File: src/rtl/pyon_pkg.sv
// Shared screen geometry, palette and state encoding for the step renderer.
package pyon_pkg;

  localparam logic [7:0] SCREEN_W = 8'd160;
  localparam logic [6:0] SCREEN_H = 7'd120;
  localparam logic [7:0] BOX_W    = 8'd4;
  localparam logic [6:0] BOX_H    = 7'd3;

  localparam logic [2:0] COLOUR_P1 = 3'b100;
  localparam logic [2:0] COLOUR_P2 = 3'b001;
  localparam logic [2:0] COLOUR_BG = 3'b000;

  typedef enum logic [1:0] {
    ST_IDLE,
    ST_DRAW,
    ST_CLEAR
  } state_e;

  // Step 0 sits on the bottom three rows; each step climbs one box height.
  function automatic logic [6:0] box_y_top(input logic [5:0] idx);
    logic [7:0] rise;
    rise = 8'd3 * {2'b00, idx};
    return 7'd117 - rise[6:0];
  endfunction

endpackage

File: src/rtl/pyon_step_renderer_pixel_scan.sv
// Loadable 2-D raster counter: start loads origin/size, then one pixel per clock, x inner, y outer.
// Registered x/y/active; last is high on the final pixel; a start on that same cycle chains with no gap.
module pixel_scan (
  input  logic       clk,
  input  logic       rst,
  input  logic       start_i,
  input  logic [7:0] org_x_i,
  input  logic [6:0] org_y_i,
  input  logic [7:0] width_i,
  input  logic [6:0] height_i,
  output logic [7:0] x_o,
  output logic [6:0] y_o,
  output logic       active_o,
  output logic       last_o
);

  logic [7:0] x_q, x_d, org_x_q, org_x_d, end_x_q, end_x_d;
  logic [6:0] y_q, y_d, end_y_q, end_y_d;
  logic       active_q, active_d;

  always_ff @(posedge clk or posedge rst) begin
    if (rst) begin
      x_q      <= '0;
      y_q      <= '0;
      org_x_q  <= '0;
      end_x_q  <= '0;
      end_y_q  <= '0;
      active_q <= 1'b0;
    end else begin
      x_q      <= x_d;
      y_q      <= y_d;
      org_x_q  <= org_x_d;
      end_x_q  <= end_x_d;
      end_y_q  <= end_y_d;
      active_q <= active_d;
    end
  end

  always_comb begin
    x_d      = x_q;
    y_d      = y_q;
    org_x_d  = org_x_q;
    end_x_d  = end_x_q;
    end_y_d  = end_y_q;
    active_d = active_q;
    if (start_i) begin
      x_d      = org_x_i;
      y_d      = org_y_i;
      org_x_d  = org_x_i;
      end_x_d  = org_x_i + width_i - 8'd1;
      end_y_d  = org_y_i + height_i - 7'd1;
      active_d = 1'b1;
    end else if (active_q) begin
      if (x_q == end_x_q) begin
        x_d = org_x_q;
        if (y_q == end_y_q) begin
          active_d = 1'b0;
        end else begin
          y_d = y_q + 7'd1;
        end
      end else begin
        x_d = x_q + 8'd1;
      end
    end
  end

  assign x_o      = x_q;
  assign y_o      = y_q;
  assign active_o = active_q;
  assign last_o   = active_q && (x_q == end_x_q) && (y_q == end_y_q);

endmodule

File: src/rtl/pyon_step_renderer.sv
// Turns step events into 4x3 boxes and clear requests into a full-screen wipe, one pixel per clock.
// Box: first pixel 1 cycle after accept, ready again 13 cycles later; ready held low while drawing/clearing.
module pyon_step_renderer
  import pyon_pkg::*;
#(
  parameter int X_BASE_P1   = 40,
  parameter int X_BASE_P2   = 112,
  parameter int LANE_OFFSET = 6,
  parameter int MAX_STEP    = 32
) (
  input  logic       clk,
  input  logic       reset,
  input  logic       step_valid,
  output logic       step_ready,
  input  logic [5:0] step_idx,
  input  logic       step_dir,
  input  logic       step_player,
  input  logic       clear_req,
  output logic [7:0] x,
  output logic [6:0] y,
  output logic [2:0] colour,
  output logic       plot,
  output logic       busy
);

  state_e     state_q, state_d;
  logic       clear_pend_q, clear_pend_d;
  logic [2:0] colour_q, colour_d;

  logic       start_box, start_clear, scan_last;
  logic [7:0] box_x;
  logic [7:0] org_x, width;
  logic [6:0] org_y, height;
  logic       step_ok;

  assign step_ready = (state_q == ST_IDLE) && !clear_pend_q && !clear_req;
  assign step_ok    = (32'(step_idx) <= MAX_STEP);
  assign box_x      = (step_player ? 8'(X_BASE_P2) : 8'(X_BASE_P1))
                    + (step_dir ? 8'(LANE_OFFSET) : 8'd0);

  always_ff @(posedge clk or posedge reset) begin
    if (reset) begin
      state_q      <= ST_IDLE;
      clear_pend_q <= 1'b0;
      colour_q     <= COLOUR_BG;
    end else begin
      state_q      <= state_d;
      clear_pend_q <= clear_pend_d;
      colour_q     <= colour_d;
    end
  end

  always_comb begin
    state_d      = state_q;
    clear_pend_d = clear_pend_q;
    start_box    = 1'b0;
    start_clear  = 1'b0;
    unique case (state_q)
      ST_IDLE: begin
        if (clear_req) begin
          start_clear = 1'b1;
        end else if (step_valid && step_ready && step_ok) begin
          start_box = 1'b1;
        end
      end
      ST_DRAW: begin
        if (clear_req) clear_pend_d = 1'b1;
        if (scan_last) begin
          if (clear_pend_q || clear_req) start_clear = 1'b1;
          else                           state_d     = ST_IDLE;
        end
      end
      ST_CLEAR: begin
        if (scan_last) begin
          state_d      = ST_IDLE;
          clear_pend_d = 1'b0;
        end
      end
      default: state_d = ST_IDLE;
    endcase
    if (start_clear) state_d = ST_CLEAR;
    if (start_box)   state_d = ST_DRAW;
  end

  // One scanner serves both the box and the full-screen wipe.
  always_comb begin
    org_x    = 8'd0;
    org_y    = 7'd0;
    width    = SCREEN_W;
    height   = SCREEN_H;
    colour_d = colour_q;
    if (start_clear) begin
      colour_d = COLOUR_BG;
    end else if (start_box) begin
      org_x    = box_x;
      org_y    = box_y_top(step_idx);
      width    = BOX_W;
      height   = BOX_H;
      colour_d = step_player ? COLOUR_P2 : COLOUR_P1;
    end
  end

  pixel_scan u_scan (
    .clk      (clk),
    .rst      (reset),
    .start_i  (start_box || start_clear),
    .org_x_i  (org_x),
    .org_y_i  (org_y),
    .width_i  (width),
    .height_i (height),
    .x_o      (x),
    .y_o      (y),
    .active_o (plot),
    .last_o   (scan_last)
  );

  assign colour = colour_q;
  assign busy   = (state_q != ST_IDLE) || clear_pend_q;

endmodule

File: config.mk
export PLATFORM = sky130hd
export DESIGN_NAME = pyon_step_renderer
export DESIGN_NICKNAME = d
export VERILOG_FILES = /design/src/rtl/pyon_pkg.sv /design/src/rtl/pyon_step_renderer_pixel_scan.sv /design/src/rtl/pyon_step_renderer.sv
export SDC_FILE = /design/constraint.sdc
export NUM_CORES = 1
export LEC_CHECK = 0
export BUFFER_PORTS_ARGS = -buffer_cell sky130_fd_sc_hd__buf_4
export CAP_MARGIN = 20
export CORE_UTILIZATION = 35
export DETAILED_ROUTE_END_ITERATION = 10
export HOLD_SLACK_MARGIN = 0.08
export PLACE_DENSITY = 0.53
export SLEW_MARGIN = 25
export SYNTH_ARGS = -nofsm -noshare
export SYNTH_HDL_FRONTEND = slang
export SYNTH_SLANG_ARGS = --single-unit
File: constraint.sdc
create_clock -name clk -period 5 [get_ports clk]
set_clock_uncertainty 0.05 [all_clocks]
set_input_delay 0 -clock clk [delete_from_list [all_inputs] [get_ports clk]]
set_output_delay 0 -clock clk [all_outputs]
set_load 0.02 [all_outputs]
==> impl_results.md, run 1 <==
* DRT iter0 DRCs at 99
* Total negative slack at 0 ns
* Synth Cell Area at 0.00299 sq mm
* Fin crit share at between 70 and 80%
* CP max FO at 17
* DIE AREA at 0.00892 sq mm
* Die Height at between 90 and 100 um
* CTS root buffer: clkbuf_8
* Initial antenna violation count at 0
* Top-area cell type share of the netlist area at 33.4%
* Flop-to-flop setup slack at 1.13 ns
* CP Capture Type: flop
* DRT Wirelength at approximately 7 mm
* Hold path depth at 5
* IO Pins at 33
* CTS tree: done
* Max-slew violations at 0
* Final nets at 403
* Area grow syn2layout at 15.0%
* Placement Cell Area at between 0.003 and 0.004 sq mm
* Final non-filler cell total at 467
* Reg area at approximately 0.0010 sq mm
* Synth Instances at 329
* Final setup fails at 0
* Critical path arrival at between 3 and 4 ns
* Final Hold Fails at 0
* CTS Buf Count at 5
* FFs w/ async S/R, synth at 100%
* Slew HR at a little under a third
* Vias post-DR at around 2,400
* GRT Residual Overflow at 0
* #FFs+latches synth at 40
* CP startpoint kind: flop
* Row count at 33
* Clock Sink Count at 40
* Detailed Routing Iterations Pass 1 at 4
* Tot Pwr at 0.00112 W
* Worst Tran Pin Value at between 1 and 1.5 ns
* Vias in the first global route at approximately 2,300
* RSZ-0062 raised after global routing: false
* R2R cell count at 14
* EDFF count, synth at 0
* Cell family with most CP delay: compound AO/OA/AOI/OAI gates
* Top cell by count, worst path: inv_1
* All-layer global routing usage at between 15 and 20%
* CP max stage delay at 0.62 ns
* Register area share after synthesis at 33.4%
* Worst hold path class: in -> reg
* Worst-Skew Late Latency at around 0.3 ns
* Fillers at 839
* Avg Inst Size Synth at 9.10 sq um
* Layout cells sized above 1 at about 15%
* Ranking of synthesized cells by area: dfrtp_1 (33%), ha_1 (11%), nand2_1 (5.1%), xor2_1 (4.1%), o21ai_0 (4.0%)
* Post-CTS sizing at 0
* Top cells by count, synth: nand2_1 (41), dfrtp_1 (40), inv_1 (29), ha_1 (27), o21ai_0 (24)
* Cell area after layout at 0.00344 sq mm
* Pwr Density at 324 mW/mm^2
* H-tree Lvls at 2
* Hold WS at about 0.21 ns
* Min cycle time layout at just under 4 ns
* Peak supply drop at ~0.17 mV
* Clock Path Buffers at 2
* Worst-path clk slew at 0.09 ns
* Vias per cell at 5.15
* WL per Instance at 15.0 um
* CP Data Required Time at 5.12 ns
* First-pass GRT wire length at 11.7 mm
* Core Area at just over 0.008 sq mm
* Fmax at about 260 MHz
* Worst setup path class: reg -> reg
* Top_reg_cell synth: dfrtp_1
* Inst Count DP at 454
* Pleak at 1.60 nW
* Starting Density at around 36%
* Multi-input gate area at 0.00180 sq mm
* Port bufs at 31
* # DRC at 0
* YS warnings at 0
* Count leader, synth: nand2_1
* Max_cap viols at 0
* Buffers & Inverters on Critical Path at 3
* ANT nets after route at 0
* Slowest CP cell: o211a_1
* Status: complete, no violations
* Most area-hungry cell type in the Yosys netlist: dfrtp_1
* Antenna diode count at 0
* Final GP Congestion at 0.894
* DPL Wire Length at 5.24 mm
* Critical path depth at 14
* Netlist cell types at 52
* Die X at 94.5 um
* CP cell instances: nor4_4 -> o211a_1 -> inv_1 -> a211oi_1 -> inv_1 -> ha_1 -> inv_1 -> ha_1 -> o21ai_0 -> o21bai_1 -> a21oi_1 -> xnor2_1 -> xnor2_1 -> o22ai_1
* Largest net degree at the start of global routing at 41
report_power, final:
| group | leakage, nW | total [W] | internal, W | switching, W |
|---|---|---|---|---|
| clock network | 0.0541 | 0.000270 | 0.000148 | 0.000122 |
| registers | 0.486 | 0.000456 | 0.000379 | 0.0000771 |
| logic | 1.06 | 0.000390 | 0.000180 | 0.000211 |
| total | 1.60 | 0.00112 | 0.000706 | 0.000409 |
final timing paths:
path                              start                end
hold reg to reg               colour[0]          colour[0]
setup reg to reg           clear_pend_q  u_scan.end_y_q[6]
min in group asynchronous         reset  u_scan.end_x_q[0]
hold / removal              step_idx[1]      u_scan.y_o[1]
setup / recovery           clear_pend_q  u_scan.end_y_q[6]
max in group asynchronous         reset          colour[2]
placed cells by master, fill, tap and decap left out, types with 3 or more instances in the layout:
cell / synthesis / final
and2_1: 3 / 3
ha_1: 27 / 27
a22oi_1: 3 / 3
a21oi_1: 20 / 20
nand4_1: 4 / 4
inv_1: 29 / 29
o21a_1: 3 / 3
o22a_1: 4 / 4
a211oi_1: 4 / 4
nor3_1: 9 / 9
clkbuf_8: 0 / 5
nor4_4: 4 / 4
a31oi_1: 3 / 3
nand2_1: 41 / 41
a21o_1: 4 / 4
dlygate4sd3_1: 0 / 5
fa_1: 3 / 3
and4_1: 3 / 3
o21ai_0: 24 / 24
xor2_1: 14 / 14
xnor2_1: 13 / 13
nor2_1: 13 / 13
dfrtp_1: 40 / 40
nor2b_1: 3 / 3
nand2b_1: 3 / 3
conb_1: 2 / 3
buf_4: 3 / 32
and3_1: 5 / 5
nand3_1: 7 / 7
layout make-up:
cell class	instances	share of cell area [%]
multi-input combinational	248	52.3
sequential	40	29.1
timing repair buffer	37	8.44
tap	105	3.82
inverter	29	3.16
clock buffer	5	2.00
clock inverter	3	1.24
stage by stage:
step                util (%)  worst slack [ns]
floorplan                  -              2.03
detailed placement      39.6              1.14
CTS                     41.6              1.12
global route            41.7             0.818
global placement        39.6              1.28
finish                  41.7              1.13
layer usage:
layer,part of all wire [%],GRT usage (%)
met5,0,0
met4,1.2,4.67
met3,4.3,2.82
met2,46,26.9
met1,48,23.7
repair_timing:
action                    in CTS  in global routing
hold endpoints to repair      49                  0
hold buffers                   5                  0
setup buffers                  0                  0
tightest hold or removal path, stage by stage:
cell and delay, ns:
buf_4 0.12, inv_1 0.04, ha_1 0.20, nand2_1 0.07, o21ai_0 0.07
flip-flops by register name, indices dropped and copies added (netlist names):
| signal | flops |
|---|---|
| u_scan.active_o | 1 |
| clear_pend_q | 1 |
| colour | 2 |
| u_scan.end_y_q | 7 |
| u_scan.x_o | 8 |
| u_scan.y_o | 7 |
| u_scan.end_x_q | 8 |
| state_q | 2 |
| u_scan.org_x_q | 4 |
logic make-up after synthesis:
group	after synthesis	synth area share, %
muxes	3	1.05
adders and majority gates	30	13.3
xor gates and xnor gates	28	8.45
DFF	40	33.4
other	2	0.251
and+or+nand+nor	102	18.9
buffers and inverters	42	6.86
AOI/OAI and AO/OA	82	17.8
Power figures use the tool's default switching activity.
==> run 2: changes to the inputs <==
--- a/config.mk
+++ b/config.mk
@@ -10,7 +10,7 @@
 export CORE_UTILIZATION = 35
 export DETAILED_ROUTE_END_ITERATION = 10
 export HOLD_SLACK_MARGIN = 0.08
-export PLACE_DENSITY = 0.53
+export PLACE_DENSITY = 0.55
 export SLEW_MARGIN = 25
 export SYNTH_ARGS = -nofsm -noshare
 export SYNTH_HDL_FRONTEND = slang
==> constraint.sdc (replaced) <==
create_clock -name clk -period 3.5 [get_ports clk]
set_clock_uncertainty 0.05 [all_clocks]
set_input_delay 0 -clock clk [delete_from_list [all_inputs] [get_ports clk]]
set_output_delay 0 -clock clk [all_outputs]
set_load 0.02 [all_outputs]
==> impl_results.md, run 2 (synthesis results as in run 1) <==
* Worst hold path class: in -> reg (unchanged)
* DRT Wirelength at 6.87 mm (was 6.99 mm)
* Final non-filler cell total at 471 (was 467)
* # DRC at 0 (unchanged)
* Max_cap viols at 0 (unchanged)
* CTS Hold Bufs at 5 (unchanged)
* Met2 Use GR at 27.1% (was 26.9%)
* CP cell instances: dlygate4sd3_1 -> buf_4 -> inv_1 -> ha_1 -> fa_1 -> xnor2_1 -> nand2_1 -> ha_1 -> inv_1 -> ha_1 -> o21ai_0 -> o21bai_1 -> a21oi_1 -> xnor2_1 -> xnor2_1 -> o22ai_1 (was nor4_4 -> o211a_1 -> inv_1 -> a211oi_1 -> inv_1 -> ha_1 -> inv_1 -> ha_1 -> o21ai_0 -> o21bai_1 -> a21oi_1 -> xnor2_1 -> xnor2_1 -> o22ai_1)
* Peak supply drop at 0.196 mV (was 0.171 mV)
* Layout cells sized above 1 at 16.1% (was 15.2%)
* Hold_sp: step_idx[1] (unchanged)
* CP max stage delay at 0.53 ns (was 0.62 ns)
* Area grow syn2layout at 17.3% (was 15.0%)
* Worst setup path class: in -> reg (was reg -> reg)
* Antenna diode count at 0 (unchanged)
* Vias per cell at 5.16 (was 5.15)
* M3 GR Usage at 2.74% (was 2.82%)
* IO Pins at 33 (unchanged)
* Reg-to-Reg End: u_scan.end_y_q[6] (unchanged)
* Critical path arrival at 3.40 ns (was 3.99 ns)
* Clock Path Buffers at 2 (unchanged)
* Worst-Skew Late Latency at 0.29 ns (was 0.30 ns)
* Status: complete, no violations (unchanged)
* WL per Instance at 14.6 um (was 15.0 um)
* Commonest non-fill, non-tap cell in the layout: nand2_1 (unchanged)
* CTS root buffer: clkbuf_8 (unchanged)
* Port bufs at 31 (unchanged)
* Clock Sink Count at 40 (unchanged)
* Flop-to-flop setup slack at 0.43 ns (was 1.13 ns)
* Buffers & Inverters on Critical Path at 4 (was 3)
* Core Area at 0.00826 sq mm (unchanged)
* CP max FO at 4 (was 17)
* R2R cell count at 13 (was 14)
* Tot Pwr at 0.00173 W (was 0.00112 W)
* Worst-path clk slew at 0.08 ns (was 0.09 ns)
* Multi-input gate area at 0.00179 sq mm (was 0.00180 sq mm)
* Min cycle time layout at about 3.3 ns
* Die Height at 94.5 um (unchanged)
* Setup bufs post-CTS at 0 (unchanged)
* Final setup fails at 0 (unchanged)
* Worst Tran Pin Value at 0.537 ns (was 1.02 ns)
* Fin crit share at 93.6%
* Vias in the first global route at 2,225 (was 2,337)
* Slew HR at 64.2% (was 31.7%)
* CTS Buf Count at 5 (unchanged)
* CP startpoint kind: primary input (was flop)
* Final nets at 407 (was 403)
* Die X at 94.5 um (unchanged)
* Pwr Density at 494 mW/mm^2 (was 324 mW/mm^2)
* ANT nets after route at 0 (unchanged)
* All-layer global routing usage at 16.4% (was 16.9%)
* Initial antenna violation count at 0 (unchanged)
* Row count at 33 (unchanged)
* Max-slew violations at 0 (unchanged)
* Most frequent cells in the layout: nand2_1 (41), dfrtp_1 (40), buf_4 (36) (was nand2_1 (41), dfrtp_1 (40), buf_4 (32))
* GRT Residual Overflow at 0 (unchanged)
* Starting Density at 36.2% (unchanged)
* Final Hold Fails at 0 (unchanged)
* Hold path depth at 5 (unchanged)
* Post-CTS sizing at 0 (unchanged)
* DPL Wire Length at 5.25 mm (was 5.24 mm)
* Largest net degree at the start of global routing at 41 (unchanged)
* Fmax at ~310 MHz
* Cell family with most CP delay: adder cells (was compound AO/OA/AOI/OAI gates)
* RR Startpoint: clear_pend_q (unchanged)
* Pleak at 1.65 nW (was 1.60 nW)
* Inst Count DP at 458 (was 454)
* CP Capture Type: flop (unchanged)
* Fillers at 849 (was 839)
* Vias post-DR at 2,431 (was 2,403)
* CP Data Required Time at 3.63 ns (was 5.12 ns)
* CTS tree: done (unchanged)
* Total negative slack at 0 ns (unchanged)
* RSZ-0062 raised after global routing: false (unchanged)
* Final GP Congestion at 0.799 (was 0.894)
* Reg area at 0.00100 sq mm (unchanged)
* H-tree Lvls at 2 (unchanged)
* Met1 global-route usage at 22.9% (was 23.7%)
* Detailed Routing Iterations Pass 1 at 4 (unchanged)
* DRT iter0 DRCs at 52 (was 99)
* First-pass GRT wire length at 11.3 mm (was 11.7 mm)
* Slowest CP cell: dlygate4sd3_1 (was o211a_1)
* DIE AREA at 0.00892 sq mm (unchanged)
* Gr busiest metal: met2 (unchanged)
* Hold endpoint: u_scan.y_o[1] (unchanged)
[run 2: how the worst max path moves through the flow]
stage / start / to / slack [ns] / cells past startpoint
after floorplan: clear_pend_q / u_scan.end_y_q[6] / 0.53 / 13
after global placement: step_idx[1] / u_scan.end_y_q[6] / 0.43 / 17
after detailed placement: step_idx[1] / u_scan.end_y_q[6] / 0.37 / 17
after CTS: step_idx[0] / u_scan.end_y_q[6] / 0.20 / 16
after global routing: step_idx[0] / u_scan.end_y_q[6] / 0.04 / 16
final: step_idx[0] / u_scan.end_y_q[6] / 0.22 / 16
[run 2: layout make-up]
type / instances / area share [%]
clock buffer: 5 / 1.96
multi-input combinational: 248 / 51.0
sequential: 40 / 28.5
clock inverter: 3 / 2.57
timing repair buffer: 41 / 9.12
inverter: 29 / 3.10
tap: 105 / 3.74
[run 2: routing by layer]
layer  part of all wire (%)  wire [um]  vias up
met2                     47       3260       35
met4                   0.57         39        0
li1                       -          -     1213
met1                     49       3360     1181
met5                      0          0        -
met3                    3.0        208        2
[run 2: power breakdown]
part	leakage [nW]	internal, W	switching [W]
registers	0.486	0.000541	0.000110
clock network	0.0784	0.000357	0.000172
logic	1.08	0.000257	0.000298
total	1.65	0.00115	0.000579
[run 2: stage by stage]
stage          utilization [%]  worst slack (ns)  hold slack (ns)  cell area, sq um
2_1_floorplan                -             0.535         -0.00813              3000
3_3_place_gp              40.0             0.426            0.125              3300
3_5_place_dp              40.0             0.374            0.137              3300
4_1_cts                   42.5             0.204            0.215              3510
5_1_grt                   42.5            0.0404            0.276              3510
6_report                  42.5             0.225            0.216              3510
[run 2: worst reg2reg max path, cell delays in order, from the launching register on]
cell	delay (ns)
dfrtp_1	0.45
nor4_4	0.33
o211a_1	0.21
buf_4	0.25
nand2_1	0.15
ha_1	0.30
inv_1	0.04
ha_1	0.33
o21ai_0	0.18
o21bai_1	0.09
a21oi_1	0.18
xnor2_1	0.16
xnor2_1	0.14
o22ai_1	0.09
